<file path="src/rtl/compare_run_counter_if.sv">
// compare_run_counter_if: valid/ready word stream into the run counter
interface compare_run_counter_if #(
   parameter int WIDTH = 6
);
   logic             x_valid;
   logic [WIDTH-1:0] x_in;
   logic             x_ready;
   modport master (output x_valid, x_in, input x_ready);
   modport slave (input x_valid, x_in, output x_ready);
endinterface

</file>
<file path="src/rtl/compare_run_counter.sv">
// compare_run_counter: keyed equality/inequality compare over a fixed-length word run with saturating hit count
module compare_run_counter #(
   parameter int WIDTH   = 6,
   parameter int CNT_W   = 4,
   parameter int RUN_LEN = 8
) (
   input  logic                   clk,
   input  logic                   reset,
   input  logic                   key_load,
   input  logic [WIDTH-1:0]       key_in,
   input  logic                   start,
   input  logic                   select,
   compare_run_counter_if.slave   x,
   output logic                   result,
   output logic                   result_valid,
   output logic [CNT_W-1:0]       hit_count,
   output logic                   done,
   output logic                   busy
);
   localparam int WC_W = $clog2(RUN_LEN + 1);
   typedef enum logic [1:0] {IDLE, RUN, DONE} state_t;
   state_t           state, state_nx;
   logic [WIDTH-1:0] key;
   logic             mode;
   logic [WC_W-1:0]  word_cnt;
   logic             accept, match, last, setup;
   assign accept = x.x_valid & x.x_ready;
   assign match  = mode ? (x.x_in != key) : (x.x_in == key);
   assign last   = word_cnt == WC_W'(RUN_LEN - 1);
   assign setup  = state != RUN;
   // state register
   always_ff @(posedge clk) begin
      if (reset) state <= IDLE;
      else state <= state_nx;
   end
   // next state: start launches a run from IDLE or DONE, final accept ends it
   always_comb begin
      state_nx = state;
      if (setup && start) state_nx = RUN;
      else if (state == RUN && accept && last) state_nx = DONE;
   end
   // Moore outputs decoded from state
   always_comb begin
      x.x_ready = state == RUN;
      busy      = state == RUN;
      done      = state == DONE;
   end
   // key/mode capture outside a run, per-word result and saturating hit count
   always_ff @(posedge clk) begin
      if (reset) begin
         key          <= '0;
         mode         <= 1'b0;
         word_cnt     <= '0;
         result       <= 1'b0;
         result_valid <= 1'b0;
         hit_count    <= '0;
      end else begin
         result_valid <= accept;
         if (setup && key_load) key <= key_in;
         if (setup && start) begin
            mode      <= select;
            word_cnt  <= '0;
            hit_count <= '0;
         end
         if (accept) begin
            result   <= match;
            word_cnt <= word_cnt + 1'b1;
            if (match && hit_count != '1) hit_count <= hit_count + 1'b1;
         end
      end
   end
endmodule
</file>
<file path="src/flat_wrapper.sv">
// flat-port wrapper written by rule: the top's interface ports become plain ports
module compare_run_counter_flat 
#(
   parameter int WIDTH   = 6,
   parameter int CNT_W   = 4,
   parameter int RUN_LEN = 8
)
  (clk, reset, key_load, key_in, start, select, result, result_valid, hit_count, done, busy, x_x_valid, x_x_in, x_x_ready);
  compare_run_counter_if #(.WIDTH(WIDTH)) x_i ();
  input  logic clk;
  input  logic reset;
  input  logic key_load;
  input  logic [WIDTH-1:0] key_in;
  input  logic start;
  input  logic select;
  output logic result;
  output logic result_valid;
  output logic [CNT_W-1:0] hit_count;
  output logic done;
  output logic busy;
  input wire logic [$bits(x_i.x_valid)-1:0] x_x_valid;
  input wire logic [$bits(x_i.x_in)-1:0] x_x_in;
  output wire logic [$bits(x_i.x_ready)-1:0] x_x_ready;
  assign x_i.x_valid = x_x_valid;
  assign x_i.x_in = x_x_in;
  assign x_x_ready = x_i.x_ready;
  compare_run_counter #(.WIDTH(WIDTH), .CNT_W(CNT_W), .RUN_LEN(RUN_LEN)) u_core (.clk(clk), .reset(reset), .key_load(key_load), .key_in(key_in), .start(start), .select(select), .x(x_i), .result(result), .result_valid(result_valid), .hit_count(hit_count), .done(done), .busy(busy));
endmodule
</file>
<file path="config.mk">
export PLATFORM = sky130hd
export DESIGN_NAME = compare_run_counter_flat
export DESIGN_NICKNAME = d
export VERILOG_FILES = /design/src/rtl/compare_run_counter_if.sv /design/src/rtl/compare_run_counter.sv /design/src/flat_wrapper.sv
export SDC_FILE = /design/constraint.sdc
export NUM_CORES = 1
export LEC_CHECK = 0
export ABC_AREA = 1
export ABC_CLOCK_PERIOD_IN_PS = 1500
export BUFFER_PORTS_ARGS = -buffer_cell sky130_fd_sc_hd__buf_2
export CORE_UTILIZATION = 50
export DETAILED_ROUTE_END_ITERATION = 6
export PLACE_DENSITY = 0.79
export SKIP_LAST_GASP = 1
export SLEW_MARGIN = 20
export SYNTH_ARGS = -nofsm -noshare
export SYNTH_HDL_FRONTEND = slang
export SYNTH_SLANG_ARGS = --single-unit
</file>
<file path="constraint.sdc">
create_clock -name clk -period 1.5 [get_ports clk]
set_input_delay 0.15 -clock clk [delete_from_list [all_inputs] [get_ports clk]]
set_output_delay 0.15 -clock clk [all_outputs]
set_load 0.05 [all_outputs]
</file>
### Word level (Yosys, flattened, before mapping)

Index checks and enable logic that the tools add are counted.
W data, S select, Z words.

* bits in registers: 19
* bits of input ports: 18
* output and inout port bits: 9
* word-level logic and storage cells: 34

* add/sub/neg operators: 2
* equality and inequality tests: 7
* mux-type cells: 8
* bitwise logic cells: 1
* reduce and logical (&&, ||, !) cells: 8

Operator list (count)
* $mux W4: 5
* $add A4 B1 Y4 const B: 2
* $eq A6 B6 Y1: 1
* $ne A6 B6 Y1: 1
* $logic_and A1 B1 Y1: 5
* $eq A4 B3 Y1 const B: 1
* $ne A4 B4 Y1 const B: 1
* $reduce_bool A2 Y1: 2
* $mux W1: 3
* $eq A2 B1 Y1 const B: 1
* $eq A2 B2 Y1 const B: 1
* $ne A2 B1 Y1 const B: 1
* $reduce_or A2 Y1: 1
* $and A1 B1 Y1: 1

### Depth between registers and ports, before layout

* word-level depth: 6
* depth in mapped cells: 11
* gate-level depth less buffers: 11

### Least setup slack after synthesis

No wires, ideal clock.

* kind: flip-flop to flip-flop
* start point: register u_core.hit_count[0]
* end point: register u_core.hit_count[0]
* setup time: 0.114 ns
* data arrival time: 1.366 ns
* required time: 1.386 ns
* slack: 0.020 ns
* stages on the path, launching flop included: 7
* buffers on the path: 0
* period minus slack after synthesis: 1.480 ns
* path through: dfxtp_1 ha_1 nand3_1 nand3_4 nand2_1 nand2_1 nor2_2

* cells in the longest elaborated chain, start to end: 4
* elaborated cells between the ends (all ways): 6
* those cells by class: 1 x add/sub; 1 x eq/ne; 3 x mux; 1 x reduce/logical

RTL lines
* from (decl): line compare_run_counter.sv:16 `output logic [CNT_W-1:0] hit_count,`
* from (signal assigned): line compare_run_counter.sv:68 `if (match && hit_count != '1) hit_count <= hit_count + 1'b1;`
* parallel branches: the longest is 3 deep, another holds $add A4 B1 Y4
* $mux W4 *: line compare_run_counter.sv:65 `if (accept) begin`

Mark *: on every way between the ends.
A chain may end at the register's enable or synchronous reset.

### Final worst setup path

* start point: register u_core.key[2]
* end point: register u_core.hit_count[2]

* cells in the longest elaborated chain, start to end: 5
* elaborated cells between the ends (all ways): 6
* those cells by class: 2 x eq/ne; 3 x mux; 1 x reduce/logical

RTL lines
* from (decl): line compare_run_counter.sv:23 `logic [WIDTH-1:0] key;`
* from (signal assigned): line compare_run_counter.sv:59 `if (setup && key_load) key <= key_in;`
* $eq A6 B6 Y1 / $ne A6 B6 Y1 (equally long branches): line compare_run_counter.sv:28 `assign match = mode ? (x.x_in != key) : (x.x_in == key);`
* $mux W1 *: line compare_run_counter.sv:28
* $logic_and A1 B1 Y1 *: line compare_run_counter.sv:68
* $mux W4 *: line compare_run_counter.sv:68
* $mux W4 *: line compare_run_counter.sv:65

Every way passes the cells marked *; elsewhere a longest branch is shown, timed or not.

==> results.yml <==
timing:
  hold_ws_ns: 0.07346
  finalCriticalPeriod_ns: 1.255
  rsz0062_at_grt: "false"
  slew_violations: 0
  setup_slack_ns: 0.2453
  skew_ns: 0.004729
  timing.fmax_mhz: 797.0
  finalSetupViolations: 0
  relSlewSlack: 0.7384
  tightest_slew_ns: 0.3919
  post-route-period-util: 0.8365
  tns_ns: 0
  hold_violations: 0
routing:
  dr.pass1.iters: 4
  vias: 938
  first_iter_violations: 21
  wirelength_um: 1831
  vias_per_cell: 5.016
  drtAntennaViolNets: 0
  wl_per_cell_um: 9.791
  drcViolationCount: 0
yosys:
  ys_warn_count: 0
  syn_nets: 155
  yosysSeqAreaShare: 0.3995
  netlist_instances: 135
  synthTopCellsByCount: "41 x nand2_1, 19 x dfxtp_1, 17 x inv_1"
  synth_simple_gate_area_share: 0.3219
  syn_area_um2: 952.2
  synth_compound_area_frac: 0.1340
  ys.flop_type: "dfxtp_1"
  async_flop_share: 0
  synth_largest_area_cell: "dfxtp_1"
  ys_ff_latch: 19
  post-synth-top-count-cell: "nand2_1"
  synth_top_family_by_area: "simple AND/OR/NAND/NOR gates"
  synth_mux_area_frac: 0
  synth-edff-count: 0
  synthTopCellsByArea: "dfxtp_1 40%, nand2_1 16%, a21oi_1 6.8%, inv_1 6.7%, o21ai_0 4.7%"
  yosysTopAreaCellShare: 0.3995
  synth_area_per_cell_um2: 7.053
  synthXorXnorAreaFrac: 0.01840
  synthAdderAreaFrac: 0.02628
  synth.distinct_cells: 21
global_routing:
  grt_pass1_vias: 832
  grt_max_degree: 16
  track_usage: 0.2145
  antenna_found_initial: 0
  overflow: 0
  grt_pass1_wl_um: 3174
worst_setup_path:
  startpoint: "u_core.key[2]"
  path_max_fanout: 8
  end_kind: "flip-flop"
  reg2reg_from: "u_core.key[2]"
  cp-start-kind: "flip-flop"
  cp.arrival_ns: 1.45
  crit_required_ns: 1.70
  crit_type: "flip-flop to flip-flop"
flow_run:
  cap_viol_max_count: 0
layout:
  drive_gt1_frac: 0.2654
  utilization: 0.6348
  finalNetCount: 183
  fill_cells: 190
  diodes: 0
  syn2layout_area_growth_pct: 17.61
placed_design:
  place_ws_ns: 0.2629
  place_hpwl_um: 1420
  place.gp.congestion: 0.7892
  portBuffers: 26
run_status:
  status: "finished clean"
worst_hold_path:
  hp-class: "input pin to flip-flop"
  hp-start: "reset"
cts:
  cts_sinks: 19
  insertion_delay_ns: 0.29
  clk_pin_slew_worst_paths_ns: 0.11
  cts_hold_buf: 0
  cts_tree: "done"
  post_cts_buffers: 0
  cts-root-buf: "clkbuf_4"
  htreeDepth: 1
  cts_resized: 0
  cts_inserted_buffers: 3
  cts_buffer_depth: 2
floorplan:
  die_w_um: 45.64
  core_area_um2: 1764
  num_rows: 15
  io-pin-count: 27
  die_y_um: 45.64
  initial_core_util: 0.5397
  die_area_um2: 2083
power_and_ir_drop:
  power_leakage_nw: 0.5786
  powerDensity_nw_per_um2: 882.7
  irDropWorstVdd_mv: 0.6542
[cell families after synthesis]
group | Yosys count
adder cells (fa/ha/maj) | 2
flip-flops | 19
AND/OR/NAND/NOR | 65
XOR/XNOR | 2
AO/OA/AOI/OAI | 24
buffers and inverters | 23
[final timing paths]
check / depth (start not counted) / slack [ns] / to
worst min-delay path: 2 / 0.07 / u_core.state[0]
worst max register to register: 9 / 0.25 / u_core.hit_count[2]
worst min register to register: 2 / 0.47 / u_core.state[1]
worst max-delay path: 9 / 0.25 / u_core.hit_count[2]
[cell usage in the layout (no fill, tap or decap)]
cell type,Yosys,final
a211oi_1,1,1
nand3_4,1,1
inv_1,17,17
inv_2,3,3
nand3_1,4,4
xnor2_1,1,1
nor2_1,7,7
o21ai_0,9,9
nor2_2,4,4
clkbuf_1,0,1
dfxtp_1,19,19
ha_1,2,2
buf_2,1,26
nand4_1,1,1
nand2_2,3,3
clkbuf_4,0,3
a32o_1,1,1
a21oi_1,13,13
xor2_1,1,1
nand2_1,41,41
nor3_1,1,1
nor2_4,3,3
[registers in the layout, summed over array words and instances, names as in the netlist]
name,count
u_core.key,6
u_core.state,2
u_core.word_cnt,4
u_core.mode,1
u_core.result_valid,1
u_core.result,1
u_core.hit_count,4
[area by class of cell]
cell class | instances | area (µm²) | area share
repair buffers | 26 | 130.1 | 0.1162
well taps | 25 | 31.28 | 0.02793
flip-flops and latches | 19 | 380.4 | 0.3397
inverters | 20 | 75.07 | 0.06704
clock buffers | 4 | 26.28 | 0.02346
multi-input cells | 93 | 476.7 | 0.4257
[power breakdown]
| part | switching (mW) | total (mW) | leakage [nW] | internal [mW] |
|---|---|---|---|---|
| Combinational | 0.125 | 0.187 | 0.408 | 0.0620 |
| Sequential | 0.0148 | 0.544 | 0.155 | 0.529 |
| Clock | 0.154 | 0.258 | 0.0150 | 0.103 |
| Total | 0.294 | 0.988 | 0.579 | 0.694 |
[metal layers]
metal / vias up / share of wire / global-route usage
met2: 34 / 0.46 / 0.3514
met4: 0 / 0.030 / 0.1212
met1: 422 / 0.46 / 0.2537
li1: 476 / - / -
met5: - / 0 / 0
met3: 6 / 0.056 / 0.05159
[worst max-delay path, cell delays in order, from the launching register on]
cell	delay [ns]
dfxtp_1	0.35
inv_1	0.06
nand2_1	0.07
nand2_2	0.07
nor2_4	0.10
nand4_1	0.11
nand2_2	0.10
nand3_4	0.11
nor2_1	0.14
nor2_2	0.05
[metrics by stage]
stage,instances,instance area (µm²),total power [mW]
after detailed placement,183,1094,0.7426
after global routing,187,1120,1.041
final,187,1120,0.9884
after floorplan,135,952.2,0.6949
after global placement,183,1094,0.7344
after CTS,187,1120,0.9891
No activity file was read; power rests on OpenSTA's default activity.
